<file path="src/rtl/oled_cmd_pkg.sv">
// Shared constants, state encoding and descriptor bundle
// for the OLED command frame parser.
package oled_cmd_pkg;

    localparam int MAX_PAYLOAD = 31;
    localparam int X_MAX       = 127;
    localparam int Y_MAX       = 7;

    localparam logic [7:0] START_BYTE = 8'h00;
    localparam logic [7:0] END_BYTE   = 8'hFF;

    localparam logic [1:0] OP_NONE  = 2'd0;
    localparam logic [1:0] OP_INIT  = 2'd1;
    localparam logic [1:0] OP_CLEAR = 2'd2;
    localparam logic [1:0] OP_TEXT  = 2'd3;

    localparam logic [2:0] ERR_NONE     = 3'd0;
    localparam logic [2:0] ERR_TAG      = 3'd1;
    localparam logic [2:0] ERR_FONT     = 3'd2;
    localparam logic [2:0] ERR_OVERFLOW = 3'd3;
    localparam logic [2:0] ERR_FIELD    = 3'd4;
    localparam logic [2:0] ERR_RANGE    = 3'd5;
    localparam logic [2:0] ERR_EMPTY    = 3'd6;

    localparam int OFS_TAG  = 0;
    localparam int OFS_FONT = 3;
    localparam int OFS_X2   = 4;
    localparam int OFS_X1   = 5;
    localparam int OFS_X0   = 6;
    localparam int OFS_Y    = 7;
    localparam int OFS_CHAR = 8;

    localparam logic [7:0] A_0     = 8'h30;
    localparam logic [7:0] A_2     = 8'h32;
    localparam logic [7:0] A_3     = 8'h33;
    localparam logic [7:0] A_9     = 8'h39;
    localparam logic [7:0] A_A     = 8'h41;
    localparam logic [7:0] A_C     = 8'h43;
    localparam logic [7:0] A_E     = 8'h45;
    localparam logic [7:0] A_G     = 8'h47;
    localparam logic [7:0] A_I     = 8'h49;
    localparam logic [7:0] A_M     = 8'h4D;
    localparam logic [7:0] A_N     = 8'h4E;
    localparam logic [7:0] A_R     = 8'h52;
    localparam logic [7:0] A_SPACE = 8'h20;

    localparam logic [7:0] SIZE_ENG2 = 8'd33;
    localparam logic [7:0] SIZE_ENG3 = 8'd73;
    localparam logic [7:0] SIZE_MAR3 = 8'd70;

    typedef enum logic [2:0] {
        ST_HUNT,
        ST_COLLECT,
        ST_DECODE,
        ST_ISSUE,
        ST_PRESENT
    } state_t;

    typedef struct packed {
        logic [1:0] op;
        logic       lang;
        logic [1:0] font;
        logic [7:0] char_size;
        logic [6:0] x;
        logic [2:0] y;
        logic [4:0] len;
    } cmd_desc_t;

    function automatic logic is_digit(input logic [7:0] b);
        return (b >= A_0) && (b <= A_9);
    endfunction

endpackage

</file>
<file path="src/rtl/cmd_field_decode.sv">
// Combinational decode of the first eight payload bytes
// into a command descriptor or an error code.
module cmd_field_decode
    import oled_cmd_pkg::*;
(
    input  logic [7:0][7:0] hdr,
    input  logic [4:0]      count,
    output cmd_desc_t       desc,
    output logic            err,
    output logic [2:0]      err_code
);

    logic       is_eng;
    logic       is_mar;
    logic       font_ok;
    logic [1:0] font_code;
    logic [7:0] size_sel;
    logic [3:0] d2, d1, d0, dy;
    logic       x_digits;
    logic       y_ok;
    logic [9:0] x_full;

    always_comb begin
        is_eng = (count >= 5'd3) && (hdr[0] == A_E)
              && (hdr[1] == A_N) && (hdr[2] == A_G);
        is_mar = (count >= 5'd3) && (hdr[0] == A_M)
              && (hdr[1] == A_A) && (hdr[2] == A_R);

        font_ok   = 1'b0;
        font_code = 2'd0;
        size_sel  = 8'd0;
        if (is_eng && hdr[OFS_FONT] == A_2) begin
            font_ok   = 1'b1;
            font_code = 2'd2;
            size_sel  = SIZE_ENG2;
        end else if (is_eng && hdr[OFS_FONT] == A_3) begin
            font_ok   = 1'b1;
            font_code = 2'd3;
            size_sel  = SIZE_ENG3;
        end else if (is_mar && hdr[OFS_FONT] == A_3) begin
            font_ok   = 1'b1;
            font_code = 2'd3;
            size_sel  = SIZE_MAR3;
        end

        d2 = 4'(hdr[OFS_X2] - A_0);
        d1 = 4'(hdr[OFS_X1] - A_0);
        d0 = 4'(hdr[OFS_X0] - A_0);
        dy = 4'(hdr[OFS_Y] - A_0);
        x_digits = is_digit(hdr[OFS_X2]) && is_digit(hdr[OFS_X1])
                && is_digit(hdr[OFS_X0]);
        y_ok   = is_digit(hdr[OFS_Y]) && (dy <= 4'(Y_MAX));
        x_full = 10'(d2) * 10'd100 + 10'(d1) * 10'd10 + 10'(d0);
    end

    always_comb begin
        desc     = '0;
        err      = 1'b0;
        err_code = ERR_NONE;
        if (count == 5'd0) begin
            err      = 1'b1;
            err_code = ERR_EMPTY;
        end else begin
            unique case (1'b1)
                (hdr[OFS_TAG] == A_C): desc.op = OP_CLEAR;
                (hdr[OFS_TAG] == A_I): desc.op = OP_INIT;
                (is_eng || is_mar): begin
                    // header bytes are only meaningful once a character exists
                    if (count <= 5'(OFS_CHAR)) begin
                        err      = 1'b1;
                        err_code = ERR_FIELD;
                    end else if (!font_ok) begin
                        err      = 1'b1;
                        err_code = ERR_FONT;
                    end else if (!x_digits || !y_ok) begin
                        err      = 1'b1;
                        err_code = ERR_FIELD;
                    end else if (x_full > 10'(X_MAX)) begin
                        err      = 1'b1;
                        err_code = ERR_RANGE;
                    end else begin
                        desc.op        = OP_TEXT;
                        desc.lang      = is_mar;
                        desc.font      = font_code;
                        desc.char_size = size_sel;
                        desc.x         = x_full[6:0];
                        desc.y         = dy[2:0];
                        desc.len       = count - 5'(OFS_CHAR);
                    end
                end
                default: begin
                    err      = 1'b1;
                    err_code = ERR_TAG;
                end
            endcase
        end
    end

endmodule

</file>
<file path="src/rtl/oled_cmd_frame_parser.sv">
// Frame collector, decode sequencing and command handshake
// in front of the OLED controller.
module oled_cmd_frame_parser
    import oled_cmd_pkg::*;
(
    input  logic       reset,
    input  logic       controller_clock,
    input  logic [7:0] in_byte,
    input  logic       in_valid,
    output logic       in_ready,
    output logic       cmd_valid,
    input  logic       cmd_ready,
    output logic [1:0] cmd_op,
    output logic       cmd_lang,
    output logic [1:0] cmd_font,
    output logic [7:0] cmd_char_size,
    output logic [6:0] cmd_x,
    output logic [2:0] cmd_y,
    output logic [4:0] cmd_len,
    input  logic [4:0] char_rd_idx,
    output logic [7:0] char_rd_data,
    output logic       err_pulse,
    output logic [2:0] err_code
);

    state_t          state, state_nx;
    logic [7:0]      buf_mem [MAX_PAYLOAD];
    logic [4:0]      wr_idx;
    logic [7:0][7:0] hdr;
    cmd_desc_t       desc, dec_desc;
    logic            dec_err, err_q;
    logic [2:0]      dec_code, code_q;
    logic            xfer, is_start, is_end, full;
    logic [5:0]      rd_addr;

    assign xfer     = in_valid && in_ready;
    assign is_start = (in_byte == START_BYTE);
    assign is_end   = (in_byte == END_BYTE);
    assign full     = (wr_idx == 5'(MAX_PAYLOAD));

    always_comb begin
        for (int i = 0; i < 8; i++) hdr[i] = buf_mem[i];
    end

    cmd_field_decode u_dec (
        .hdr      (hdr),
        .count    (wr_idx),
        .desc     (dec_desc),
        .err      (dec_err),
        .err_code (dec_code)
    );

    always_ff @(posedge controller_clock or posedge reset) begin
        if (reset) state <= ST_HUNT;
        else       state <= state_nx;
    end

    always_comb begin
        state_nx  = state;
        in_ready  = 1'b0;
        cmd_valid = 1'b0;
        unique case (state)
            ST_HUNT: begin
                in_ready = 1'b1;
                if (xfer && is_start) state_nx = ST_COLLECT;
            end
            ST_COLLECT: begin
                in_ready = 1'b1;
                if (xfer && !is_start) begin
                    if (is_end)    state_nx = ST_DECODE;
                    else if (full) state_nx = ST_HUNT;
                end
            end
            ST_DECODE: state_nx = ST_ISSUE;
            ST_ISSUE:  state_nx = err_q ? ST_HUNT : ST_PRESENT;
            ST_PRESENT: begin
                cmd_valid = 1'b1;
                if (cmd_ready) state_nx = ST_HUNT;
            end
            default: state_nx = ST_HUNT;
        endcase
    end

    always_ff @(posedge controller_clock) begin
        if (xfer && state == ST_COLLECT && !is_start && !is_end && !full)
            buf_mem[wr_idx] <= in_byte;
    end

    always_ff @(posedge controller_clock or posedge reset) begin
        if (reset) begin
            wr_idx    <= '0;
            desc      <= '0;
            err_q     <= 1'b0;
            code_q    <= ERR_NONE;
            err_pulse <= 1'b0;
            err_code  <= ERR_NONE;
        end else begin
            err_pulse <= 1'b0;
            if (xfer && is_start) begin
                wr_idx <= '0;
            end else if (xfer && state == ST_COLLECT && !is_end) begin
                if (full) begin
                    err_pulse <= 1'b1;
                    err_code  <= ERR_OVERFLOW;
                end else begin
                    wr_idx <= wr_idx + 5'd1;
                end
            end
            if (state == ST_DECODE) begin
                err_q  <= dec_err;
                code_q <= dec_code;
                if (!dec_err) desc <= dec_desc;
            end
            if (state == ST_ISSUE && err_q) begin
                err_pulse <= 1'b1;
                err_code  <= code_q;
            end
        end
    end

    assign cmd_op        = desc.op;
    assign cmd_lang      = desc.lang;
    assign cmd_font      = desc.font;
    assign cmd_char_size = desc.char_size;
    assign cmd_x         = desc.x;
    assign cmd_y         = desc.y;
    assign cmd_len       = desc.len;

    assign rd_addr = {1'b0, char_rd_idx} + 6'(OFS_CHAR);

    always_comb begin
        char_rd_data = A_SPACE;
        if (char_rd_idx < desc.len && rd_addr < 6'(MAX_PAYLOAD))
            char_rd_data = buf_mem[rd_addr[4:0]];
    end

endmodule

</file>
<file path="config.mk">
export PLATFORM = sky130hd
export DESIGN_NAME = oled_cmd_frame_parser
export DESIGN_NICKNAME = d
export VERILOG_FILES = /design/src/rtl/oled_cmd_pkg.sv /design/src/rtl/cmd_field_decode.sv /design/src/rtl/oled_cmd_frame_parser.sv
export SDC_FILE = /design/constraint.sdc
export NUM_CORES = 1
export LEC_CHECK = 0
export ABC_AREA = 1
export BUFFER_PORTS_ARGS = -buffer_cell sky130_fd_sc_hd__buf_2
export CAP_MARGIN = 25
export CORE_MARGIN = 1
export CORE_UTILIZATION = 41
export CTS_BUF_LIST = sky130_fd_sc_hd__clkbuf_4 sky130_fd_sc_hd__clkbuf_8
export CTS_CLUSTER_DIAMETER = 200
export DETAILED_ROUTE_END_ITERATION = 8
export PLACE_DENSITY = 0.59
export SYNTH_ARGS = -nofsm -noshare
export SYNTH_HDL_FRONTEND = slang
export SYNTH_HIERARCHICAL = 1
export SYNTH_SLANG_ARGS = --single-unit
export TNS_END_PERCENT = 10
</file>
<file path="constraint.sdc">
create_clock -name controller_clock -period 7.2 [get_ports controller_clock]
set_clock_uncertainty 0.05 [all_clocks]
set_input_delay 0.36 -clock controller_clock [delete_from_list [all_inputs] [get_ports controller_clock]]
set_output_delay 0.36 -clock controller_clock [all_outputs]
set_load 0.01 [all_outputs]
</file>
Yosys cells after proc, flatten, opt, wreduce, memory -nomap -nowiden
Memory sizes are Yosys's and may differ from the RTL's.
Cells that the tools add are included.
{ "word_totals": {"regBits": 44, "ramBits": 248, "input_bits": 17, "out_inout_bits": 42, "word_cells": 158, "mem_count": 1} }
{ "op_classes": {"add_sub_neg": 9, "multipliers": 2, "magnitude_cmp": 14, "eq_ne": 22, "n_mux": 51, "n_bitwise": 1, "reduce_logical": 45} }
{ "memory_table": {"columns": ["memory", "depth", "word_bits", "rd", "rd_clocked_by_memory_dff", "wr", "line_no", "rtl"], "rows": [
  ["buf_mem", 31, 8, 9, 0, 1, "oled_cmd_frame_parser.sv:27", "logic [7:0] buf_mem [MAX_PAYLOAD];"]
]} }
{ "op_table": {"columns": ["cell", "n"], "rows": [
  ["$mux W28", 5],
  ["$eq A8 B7 Y1 const B", 8],
  ["$mux W3", 15],
  ["$ge A8 B6 Y1 const B", 4],
  ["$le A8 B6 Y1 const B", 4],
  ["$logic_and A1 B1 Y1", 26],
  ["$mux W26", 1],
  ["$mux W7", 3],
  ["$eq A8 B6 Y1 const B", 2],
  ["$mux W1", 16],
  ["$sub A4 B1 Y4 const B", 4],
  ["$mux W5", 3],
  ["$pmux W3 S5", 1],
  ["$add A10 B4 Y10", 1],
  ["$add A10 B8 Y10", 1],
  ["$gt A10 B7 Y1 const B", 1],
  ["$eq A8 B8 Y1 const B", 1],
  ["$logic_not A8 Y1", 1],
  ["$mul A4 B5 Y8 const B", 1],
  ["$mux W8", 1],
  ["$mul A4 B3 Y7 const B", 1],
  ["$add A5 B4 Y6 const B", 1],
  ["$eq A3 B2 Y1 const B", 2],
  ["$lt A6 B5 Y1 const B", 1],
  ["26 further kinds", 40]
]} }

Longest topological paths before layout
Gate-level depths: netlist (run 1).
An unclocked memory read counts as a cell.
{ "logic_depth": {"ltp_word": 15, "ltp_mapped": 23, "ltp_nobuf": 22} }

Hierarchy
The synthesis (run 1) kept the hierarchy.
{ "modules_own_cells": {"columns": ["mod", "instances", "cells_each", "area_each_um2", "seq_area_each_um2"], "rows": [
  ["oled_cmd_frame_parser", 1, 1219, 12837.3, 8788.4],
  ["cmd_field_decode", 1, 327, 1804.2, 0.0]
]} }

Worst setup path after synthesis (run 1)
No wires, ideal clock.
{ "synth_path": {"path_kind": "register to register", "start": "mem buf_mem[4][0]", "end": "reg desc (netlist bit cmd_len[0])", "arrival_ns": 3.541, "setup_slack_ns": 3.492, "path_stages_with_launch": 24, "path_buffers": 1, "cell_sequence": "edfxtp_1 -> inv_1 -> ha_1 -> ha_1 -> inv_1 -> fa_1 -> inv_1 -> ha_1 -> ha_1 -> nand2_1 -> inv_1 -> a21oi_1 -> nand2_1 -> nand2_1 -> nand2_2 -> nor2_4 -> nand3_4 -> o21bai_1 -> nand2_1 -> nor2_8 -> inv_2 -> buf_6 -> nand2_1 -> nand2_1"} }
{ "synth_rtl": {"columns": ["item", "line_no", "rtl"], "rows": [
  ["start: declaration", "oled_cmd_frame_parser.sv:27", null],
  ["end signal: assignment", "oled_cmd_frame_parser.sv:112", "if (!dec_err) desc <= dec_desc;"],
  ["end: declaration", "oled_cmd_frame_parser.sv:30", "cmd_desc_t desc, dec_desc;"]
]} }

==> impl_table.tex, run 1 <==
\begin{tabular}{lr}
\hline
Metric & Value \\
\hline
\multicolumn{2}{l}{\textbf{Layout}} \\
\quad Top library cells by usage in the layout, fill and taps aside & nand2\_1 (558), edfxtp\_1 (256), nand3\_1 (212), inv\_1 (151), nor2\_1 (97) \\
\quad Post-route cell area & 16200 um2 \\
\quad Count of fill cells added during filler insertion & $\sim$3300 \\
\quad Proportion of layout cells with a drive suffix above 1 & 0.117 \\
\quad Area added between synthesis and finish & 10.7\% \\
\quad Most common library cell in the layout ignoring fill and taps & nand2\_1 \\
\quad Finished Layout Cells & 2100 \\
\quad Fin util & 0.466 \\
\quad Antenna diode count & 0 \\
\quad Number of nets at the end of the flow & 1670 \\
\multicolumn{2}{l}{\textbf{Logic synthesis}} \\
\quad Synth Cell Area & $\sim$15000 um2 \\
\quad Number of standard cells after synthesis & between 1500 and 2000 \\
\quad Synth cell types & 38 \\
\quad Register bit count reported by yosys & 300 \\
\quad Syn avg cell area & 9.47 um2 \\
\quad Count of synthesis-stage warnings from yosys & 6 \\
\quad Seq/Total Area, Yosys & 0.600 \\
\multicolumn{2}{l}{\textbf{Detailed routing}} \\
\quad Metal2 WL & 15.6 mm \\
\quad Routed metal-1 wire length & 15.8 mm \\
\quad Length of routed met3 wiring & 2.50 mm \\
\quad DRT Pass-1 Iters & 6 \\
\quad Antenna Nets Post-Route & 0 \\
\quad Total wire length after detailed routing & 34.6 mm \\
\quad Total number of vias & 10400 \\
\quad Count of unresolved DRC violations after routing & 0 \\
\quad Highest routed layer & met4 \\
\quad Number of violations reported at the end of detailed-routing iteration 0 & 754 \\
\quad Average detailed-routed wire length per instance & about 16 um \\
\quad Via density per instance & 4.97 \\
\multicolumn{2}{l}{\textbf{Clocking}} \\
\quad Clk sinks & 300 \\
\quad Largest buffer count on any clock path & 3 \\
\quad CTS tree & yes \\
\quad Root buf cell & clkbuf\_8 \\
\quad Clock slew at reported path FFs & 60 ps \\
\quad Number of CTS-inserted buffers & 49 \\
\quad Clock insertion delay at the later pin of the skew report & between 500 and 600 ps \\
\quad Buffer count from post-CTS setup fixing & 0 \\
\quad Number of levels the H-tree was split into & 2 \\
\multicolumn{2}{l}{\textbf{Worst setup path}} \\
\quad Critical register-to-register path endpoint & cmd\_x[1]\$\_DFFE\_PP0P\_ \\
\quad WS Path Type & flop to flop \\
\quad Arrival time of the worst setup path & 4750 ps \\
\quad Required time of the critical path & 7600 ps \\
\quad Crit path launch type & flop \\
\quad Reg-to-reg slack, setup & 2850 ps \\
\quad Critical R2R Launch & buf\_mem[4][0]\$\_DFFE\_PP\_ \\
\quad Cell count of the worst reg-to-reg path & 22 \\
\quad Maximum fanout along the worst path & 34 \\
\quad Endpoint class of the critical path & flop \\
\multicolumn{2}{l}{\textbf{Timing}} \\
\quad Number of pins exceeding their max-slew limit in the final report & 0 \\
\quad Post-layout minimum cycle time & 4350 ps \\
\quad Final worst-path cycle share & 0.604 \\
\quad Setup-violating endpoint count in the final report & 0 \\
\quad RSZ-0062 raised after global routing & false \\
\quad Final TNS setup & 0 ps \\
\quad Maximum operating frequency & 0.230 GHz \\
\quad Slew HR & 0.324 \\
\quad Final hold violations & 0 \\
\quad Worst slew pin tran & around 1000 ps \\
\multicolumn{2}{l}{\textbf{Power}} \\
\quad Maximum VDD drop & 0.169 mV \\
\quad Pleak & about 7.0 nW \\
\quad Power per standard cell area & 263 nW/um2 \\
\multicolumn{2}{l}{\textbf{Global routing}} \\
\quad First-pass GRT wire length & $\sim$55 mm \\
\quad Number of antenna violations at the first check in global routing & 0 \\
\quad Maximum number of pins on one net before global-route repair & 73 \\
\quad Sum of overflow across all layers after global routing & 0 \\
\quad Aggregate global-route resource usage & 0.196 \\
\quad Via count of the first global-routing pass & between 10000 and 15000 \\
\multicolumn{2}{l}{\textbf{Job}} \\
\quad \# Max-Cap Violations & 0 \\
\multicolumn{2}{l}{\textbf{Status}} \\
\quad Outcome & completed \\
\multicolumn{2}{l}{\textbf{Placement}} \\
\quad Placed cell area & 15200 um2 \\
\quad HPWL after DPL & 22.0 mm \\
\quad Final weighted congestion in routability-driven placement & 0.827 \\
\quad Port-buffer cells & 58 \\
\quad DP Cell Count & 2011 \\
\multicolumn{2}{l}{\textbf{Worst hold path}} \\
\quad Class of the most critical hold timing path & primary input to flop \\
\quad Hold Crit Start & cmd\_ready \\
\quad Number of cells on the worst hold path & 4 \\
\quad Terminating pin of the worst hold path & state[2]\$\_DFFE\_PP0P\_ \\
\multicolumn{2}{l}{\textbf{Floorplanning}} \\
\quad Die width & between 150 and 200 um \\
\quad Area enclosed by the die boundary & between 30000 and 40000 um2 \\
\quad Top-level I/O count & 59 \\
\quad Core Area & approximately 35000 um2 \\
\quad Standard-cell rows & 68 \\
\quad Die Height & 191 um \\
\quad Initial core utilization & 0.421 \\
\hline
\end{tabular}
[flip-flops by register name (all words and copies together), names as in the netlist, 2 cells and up]
signal	cells
code_q	3
state	3
cmd_x	7
err_code	3
wr_idx	5
buf_mem	256
cmd_len	5
cmd_y	3
cmd_op	2
cmd_font	2
cmd_char_size	8
[final cells by class]
class                   count  area [um2]  share of cell area
multi-input cells        1026        4880               0.301
flip-flops and latches    300        8790               0.542
inverters                 161         607              0.0374
well taps                 455         569              0.0351
repair buffers             70         385              0.0238
clock buffers              71         865              0.0534
clock inverters            17         109             0.00672
[worst max-delay path, stage by stage, from the launching register on]
cell      delay [ps]
edfxtp_1         470
inv_1            100
ha_1             290
ha_1             180
inv_1             60
fa_1             470
inv_1             40
ha_1             280
ha_1             360
nand2_1          110
inv_1             50
a21oi_1          190
nand2_1           70
nand2_1           80
nand2_2           60
nor2_4           100
nand3_4          120
o21bai_1         180
nand2_1          140
nor2_8           370
inv_2            260
nand2_1          120
nand2_1           50
[synthesized netlist by cell type, drive strengths merged]
library cell	number	share of area
a21oi	16	0.0060
buf	52	0.023
clkbuf	8	0.0021
clkinv	1	0.00034
conb	1	0.00026
dfrtp	44	0.075
edfxtp	256	0.53
fa	5	0.0068
ha	40	0.034
inv	160	0.041
nand2	567	0.15
nand3	216	0.076
nand3b	2	0.0010
nand4	11	0.0047
nor2	112	0.034
nor3	14	0.0063
nor3b	3	0.0015
nor4	2	0.00085
o211ai	1	0.00051
o21ai	21	0.0072
o21bai	1	0.00051
or2	7	0.0030
xnor2	3	0.0018
xor2	3	0.0018
[worst max-delay path by stage]
| stage | from | end | slack (ps) | cells past startpoint |
|---|---|---|---|---|
| final | buf_mem[4][0]$_DFFE_PP_ | cmd_x[1]$_DFFE_PP0P_ | 2850 | 22 |
| after global routing | buf_mem[4][0]$_DFFE_PP_ | cmd_char_size[2]$_DFFE_PP0P_ | 2470 | 22 |
| after CTS | buf_mem[4][0]$_DFFE_PP_ | cmd_x[1]$_DFFE_PP0P_ | 2850 | 22 |
| after detailed placement | buf_mem[4][0]$_DFFE_PP_ | cmd_char_size[6]$_DFFE_PP0P_ | 2850 | 22 |
| after global placement | buf_mem[4][0]$_DFFE_PP_ | cmd_char_size[4]$_DFFE_PP0P_ | 2950 | 22 |
| after floorplan | buf_mem[4][0]$_DFFE_PP_ | cmd_len[0]$_DFFE_PP0P_ | 3490 | 23 |
[per-layer routing]
metal | vias up | global-route usage
li1 | 5175 | -
met1 | 4878 | 0.268
met2 | 326 | 0.314
met3 | 68 | 0.0382
met4 | 0 | 0.0585
met5 | - | 0
[stage by stage]
| stage | setup WS, ps | hold slack (ps) | total power [mW] |
|---|---|---|---|
| finish | 2850 | 105 | 4.27 |
| global route | 2470 | 138 | 4.49 |
| CTS | 2850 | 68.6 | 4.31 |
| detailed placement | 2850 | 402 | 2.83 |
| global placement | 2950 | 400 | 2.81 |
| floorplan | 3490 | 384 | 2.60 |
[repair_timing]
item                                   CTS  global route
endpoints found under the hold margin   44             0
hold buffers                             1             0
resized for setup                        0             0
[where the power goes]
group / switching (mW) / internal [mW] / total [mW] / leakage [nW]
Combinational: 0.506 / 0.223 / 0.729 / 3.59
Clock: 0.669 / 0.808 / 1.48 / 0.519
Sequential: 0.0717 / 1.99 / 2.06 / 2.89
Total: 1.25 / 3.02 / 4.27 / 7.00
[cell families (layout without fill, tap and decap cells)]
group,count (synthesis),after routing,share of synthesized area
adder cells (fa/ha/maj),45,45,0.0410
buffers and inverters,221,319,0.0666
AND/OR/NAND/NOR,934,934,0.274
XOR/XNOR,6,6,0.00359
flip-flops,300,300,0.600
AO/OA/AOI/OAI,39,39,0.0142
other,1,2,0.000256
Power figures use the tool's default switching activity.
==> run 2: changes to the inputs <==
--- a/config.mk
+++ b/config.mk
@@ -13,7 +13,7 @@
 export CTS_BUF_LIST = sky130_fd_sc_hd__clkbuf_4 sky130_fd_sc_hd__clkbuf_8
 export CTS_CLUSTER_DIAMETER = 200
 export DETAILED_ROUTE_END_ITERATION = 8
-export PLACE_DENSITY = 0.59
+export PLACE_DENSITY = 0.61
 export SYNTH_ARGS = -nofsm -noshare
 export SYNTH_HDL_FRONTEND = slang
 export SYNTH_HIERARCHICAL = 1
==> constraint.sdc (replaced) <==
create_clock -name controller_clock -period 3.6 [get_ports controller_clock]
set_clock_uncertainty 0.05 [all_clocks]
set_input_delay 0.18 -clock controller_clock [delete_from_list [all_inputs] [get_ports controller_clock]]
set_output_delay 0.18 -clock controller_clock [all_outputs]
set_load 0.01 [all_outputs]
==> impl_table.tex, run 2 (synthesis results as in run 1) <==
\begin{tabular}{lr}
\hline
Metric & Value \\
\hline
\multicolumn{2}{l}{\textbf{Floorplanning}} \\
\quad Core Area & 34800 um2 (unchanged) \\
\quad Area enclosed by the die boundary & 36500 um2 (unchanged) \\
\quad Die Height & 191 um (unchanged) \\
\quad Die width & 191 um (unchanged) \\
\quad Standard-cell rows & 68 (unchanged) \\
\quad Top-level I/O count & 59 (unchanged) \\
\quad Initial core utilization & 0.421 (unchanged) \\
\multicolumn{2}{l}{\textbf{Layout}} \\
\quad Top library cells by usage in the layout, fill and taps aside & nand2\_1 (554), edfxtp\_1 (256), nand3\_1 (212), inv\_1 (149), nor2\_1 (96) \\
\quad Proportion of layout cells with a drive suffix above 1 & 0.143 (+0.0254) \\
\quad Count of fill cells added during filler insertion & 3282 (+0.55\%) \\
\quad Number of flip-flops under the largest register name & 256 (unchanged) \\
\quad Number of nets at the end of the flow & 1704 (+2.0\%) \\
\quad Reg with most FFs & buf\_mem \\
\quad Antenna diode count & 0 (unchanged) \\
\quad Fin util & 0.480 (+0.0139) \\
\quad Area added between synthesis and finish & 14.0\% \\
\quad Most common library cell in the layout ignoring fill and taps & nand2\_1 \\
\multicolumn{2}{l}{\textbf{Detailed routing}} \\
\quad Metal2 WL & 16.6 mm (+6.6\%) \\
\quad Antenna Nets Post-Route & 0 (unchanged) \\
\quad DRT Pass-1 Iters & 5 (-1) \\
\quad Total number of vias & 10600 (+1.0\%) \\
\quad Count of unresolved DRC violations after routing & 0 (unchanged) \\
\quad Average detailed-routed wire length per instance & 16.7 um (+1.3\%) \\
\quad Length of routed met3 wiring & 2.30 mm (-8.1\%) \\
\quad Number of violations reported at the end of detailed-routing iteration 0 & 839 (+11\%) \\
\quad Via density per instance & 4.94 (-0.73\%) \\
\quad Highest routed layer & met5 \\
\quad Total wire length after detailed routing & 35.7 mm (+3.1\%) \\
\quad Routed metal-1 wire length & 16.1 mm (+2.1\%) \\
\multicolumn{2}{l}{\textbf{Timing}} \\
\quad Final worst-path cycle share & 0.982 (+0.379) \\
\quad Post-layout minimum cycle time & 3540 ps (-811 ps) \\
\quad Final hold violations & 0 (unchanged) \\
\quad Worst slew pin tran & 908 ps (-102 ps) \\
\quad RSZ-0062 raised after global routing & true \\
\quad Slew HR & 0.394 (+0.0697) \\
\quad Setup-violating endpoint count in the final report & 0 (unchanged) \\
\quad Number of pins exceeding their max-slew limit in the final report & 0 (unchanged) \\
\quad Maximum operating frequency & 0.283 GHz (+23\%) \\
\multicolumn{2}{l}{\textbf{Worst setup path}} \\
\quad Critical register-to-register path endpoint & cmd\_char\_size[6]\$\_DFFE\_PP0P\_ \\
\quad Slowest library cell on the worst path & fa\_1 \\
\quad Peak per-stage delay on the critical path & 490 ps (+20 ps) \\
\quad Reg-to-reg slack, setup & 60 ps (-2790 ps) \\
\quad Worst path depth & 23 (+4.5\%) \\
\quad WS Path Type & flop to flop \\
\quad Crit path launch type & flop \\
\quad Endpoint class of the critical path & flop \\
\quad Kind of cell adding the most delay to the critical path & adder cells \\
\quad Cell count of the worst reg-to-reg path & 23 (+4.5\%) \\
\quad Critical R2R Launch & buf\_mem[4][1]\$\_DFFE\_PP\_ \\
\quad Critical path cell sequence & inv\_2 > ha\_4 > ha\_2 > inv\_1 > fa\_1 > inv\_2 > ha\_4 > ha\_4 > nand2\_2 > inv\_1 > a21oi\_2 > nand2\_1 > nand2\_1 > nand2\_2 > nor2\_4 > nand3\_4 > o21bai\_1 > nand2\_2 > nor2\_8 > buf\_12 > buf\_12 > nand2\_1 > nand2\_1 \\
\quad Arrival time of the worst setup path & 4000 ps (-750 ps) \\
\quad Required time of the critical path & 4060 ps (-3540 ps) \\
\quad Cell mode on critical path & nand2\_1 \\
\quad Maximum fanout along the worst path & 12 (-65\%) \\
\quad Worst path bufs/invs & 6 (+1) \\
\multicolumn{2}{l}{\textbf{Placement}} \\
\quad Port-buffer cells & 58 (unchanged) \\
\quad HPWL after DPL & 22.9 mm (+4.1\%) \\
\quad Final weighted congestion in routability-driven placement & 0.826 (-0.12\%) \\
\multicolumn{2}{l}{\textbf{Status}} \\
\quad Outcome & completed \\
\multicolumn{2}{l}{\textbf{Clocking}} \\
\quad Clock insertion delay at the later pin of the skew report & 610 ps (+30 ps) \\
\quad CTS tree & yes \\
\quad Root buf cell & clkbuf\_8 \\
\quad Largest buffer count on any clock path & 3 (unchanged) \\
\quad Clock slew at reported path FFs & 60 ps (about the same) \\
\quad Number of CTS-inserted buffers & 50 (+2.0\%) \\
\quad Clk sinks & 300 (unchanged) \\
\quad Number of levels the H-tree was split into & 2 (unchanged) \\
\multicolumn{2}{l}{\textbf{Power}} \\
\quad Pleak & 7.19 nW (+2.7\%) \\
\quad Power per standard cell area & 522 nW/um2 (+98\%) \\
\quad Maximum VDD drop & 0.379 mV (+120\%) \\
\quad Post-route total power & 8.72 mW (+100\%) \\
\multicolumn{2}{l}{\textbf{Worst hold path}} \\
\quad Number of cells on the worst hold path & 6 (+2) \\
\quad Class of the most critical hold timing path & primary input to flop \\
\quad Hold Crit Start & in\_valid \\
\quad Terminating pin of the worst hold path & state[0]\$\_DFFE\_PP0P\_ \\
\multicolumn{2}{l}{\textbf{Global routing}} \\
\quad First-pass GRT wire length & 56.7 mm (+3.2\%) \\
\quad Aggregate global-route resource usage & 0.202 (+0.00573) \\
\quad Maximum number of pins on one net before global-route repair & 75 (+2.7\%) \\
\quad Sum of overflow across all layers after global routing & 0 (unchanged) \\
\quad Number of antenna violations at the first check in global routing & 1 (+1) \\
\quad Via count of the first global-routing pass & 10300 (+2.5\%) \\
\multicolumn{2}{l}{\textbf{Job}} \\
\quad \# Max-Cap Violations & 0 (unchanged) \\
\hline
\end{tabular}
[run 2: cell count changes in the layout (fill, tap and decap cells not counted), sizes merged]
cell         before  now
buf              69   97
clkinvlp          0    1
nand3           216  217
clkbuf           71   69
dlygate4sd3       1    5
clkinv           16   21
[run 2: repair_timing]
item                                    in CTS  in global routing
buffers inserted                             5                  1
hold endpoints to repair                    51                  0
gates cloned                                 2                  0
gates resized for setup                     17                  6
pin swaps                                    8                 12
hold buffers                                 5                  0
endpoints found under the setup margin      28                 29
[run 2: worst max-delay path by stage]
stage | startpoint | end
after detailed placement | buf_mem[5][1]$_DFFE_PP_ | cmd_char_size[6]$_DFFE_PP0P_
final | buf_mem[4][1]$_DFFE_PP_ | cmd_char_size[6]$_DFFE_PP0P_
after global routing | buf_mem[4][1]$_DFFE_PP_ | cmd_x[5]$_DFFE_PP0P_
after global placement | buf_mem[5][1]$_DFFE_PP_ | cmd_y[1]$_DFFE_PP0P_
after floorplan | buf_mem[4][0]$_DFFE_PP_ | cmd_len[0]$_DFFE_PP0P_
after CTS | buf_mem[5][3]$_DFFE_PP_ | cmd_lang$_DFFE_PP0P_
[run 2: per-layer routing]
| metal | global-route usage | up-vias |
|---|---|---|
| li1 | - | 5265 |
| met1 | 0.274 | 4946 |
| met2 | 0.326 | 290 |
| met3 | 0.0415 | 50 |
| met4 | 0.0532 | 2 |
| met5 | 0 | - |
[run 2: layout make-up]
type	count	area [um2]	area share
timing repair buffer	102	738	0.0442
inverter	161	614	0.0368
clock inverter	23	144	0.00862
sequential	300	8790	0.527
multi-input combinational	1027	4990	0.299
tap	455	569	0.0341
clock buffer	69	850	0.0509
[run 2: worst min-delay path: stages]
cell and delay, ps:
buf_2 100, inv_1 70, a21oi_2 50, nand3_1 90
nand2_1 70, o21ai_1 70
[run 2: metrics by stage]
| stage | setup TNS [ps] | hold WS, ps | std cells | area (um2) | setup WS [ps] |
|---|---|---|---|---|---|
| final | 0 | 45.0 | 2137 | 16700 | 63.2 |
| after global routing | -3180 | 57.0 | 2137 | 16700 | -138 |
| after CTS | 0 | 6.20 | 2136 | 16700 | 2.17 |
| after detailed placement | -2580 | 389 | 2032 | 15400 | -107 |
| after global placement | -646 | 367 | 2032 | 15400 | -37.7 |
| after floorplan | 0 | 229 | 1547 | 14700 | 5.32 |
[run 2: report_power, final]
group          leakage, nW  internal [mW]  switching [mW]
combinational         3.77          0.549            1.07
sequential            2.89           3.98           0.127
clock                0.526           1.61            1.38
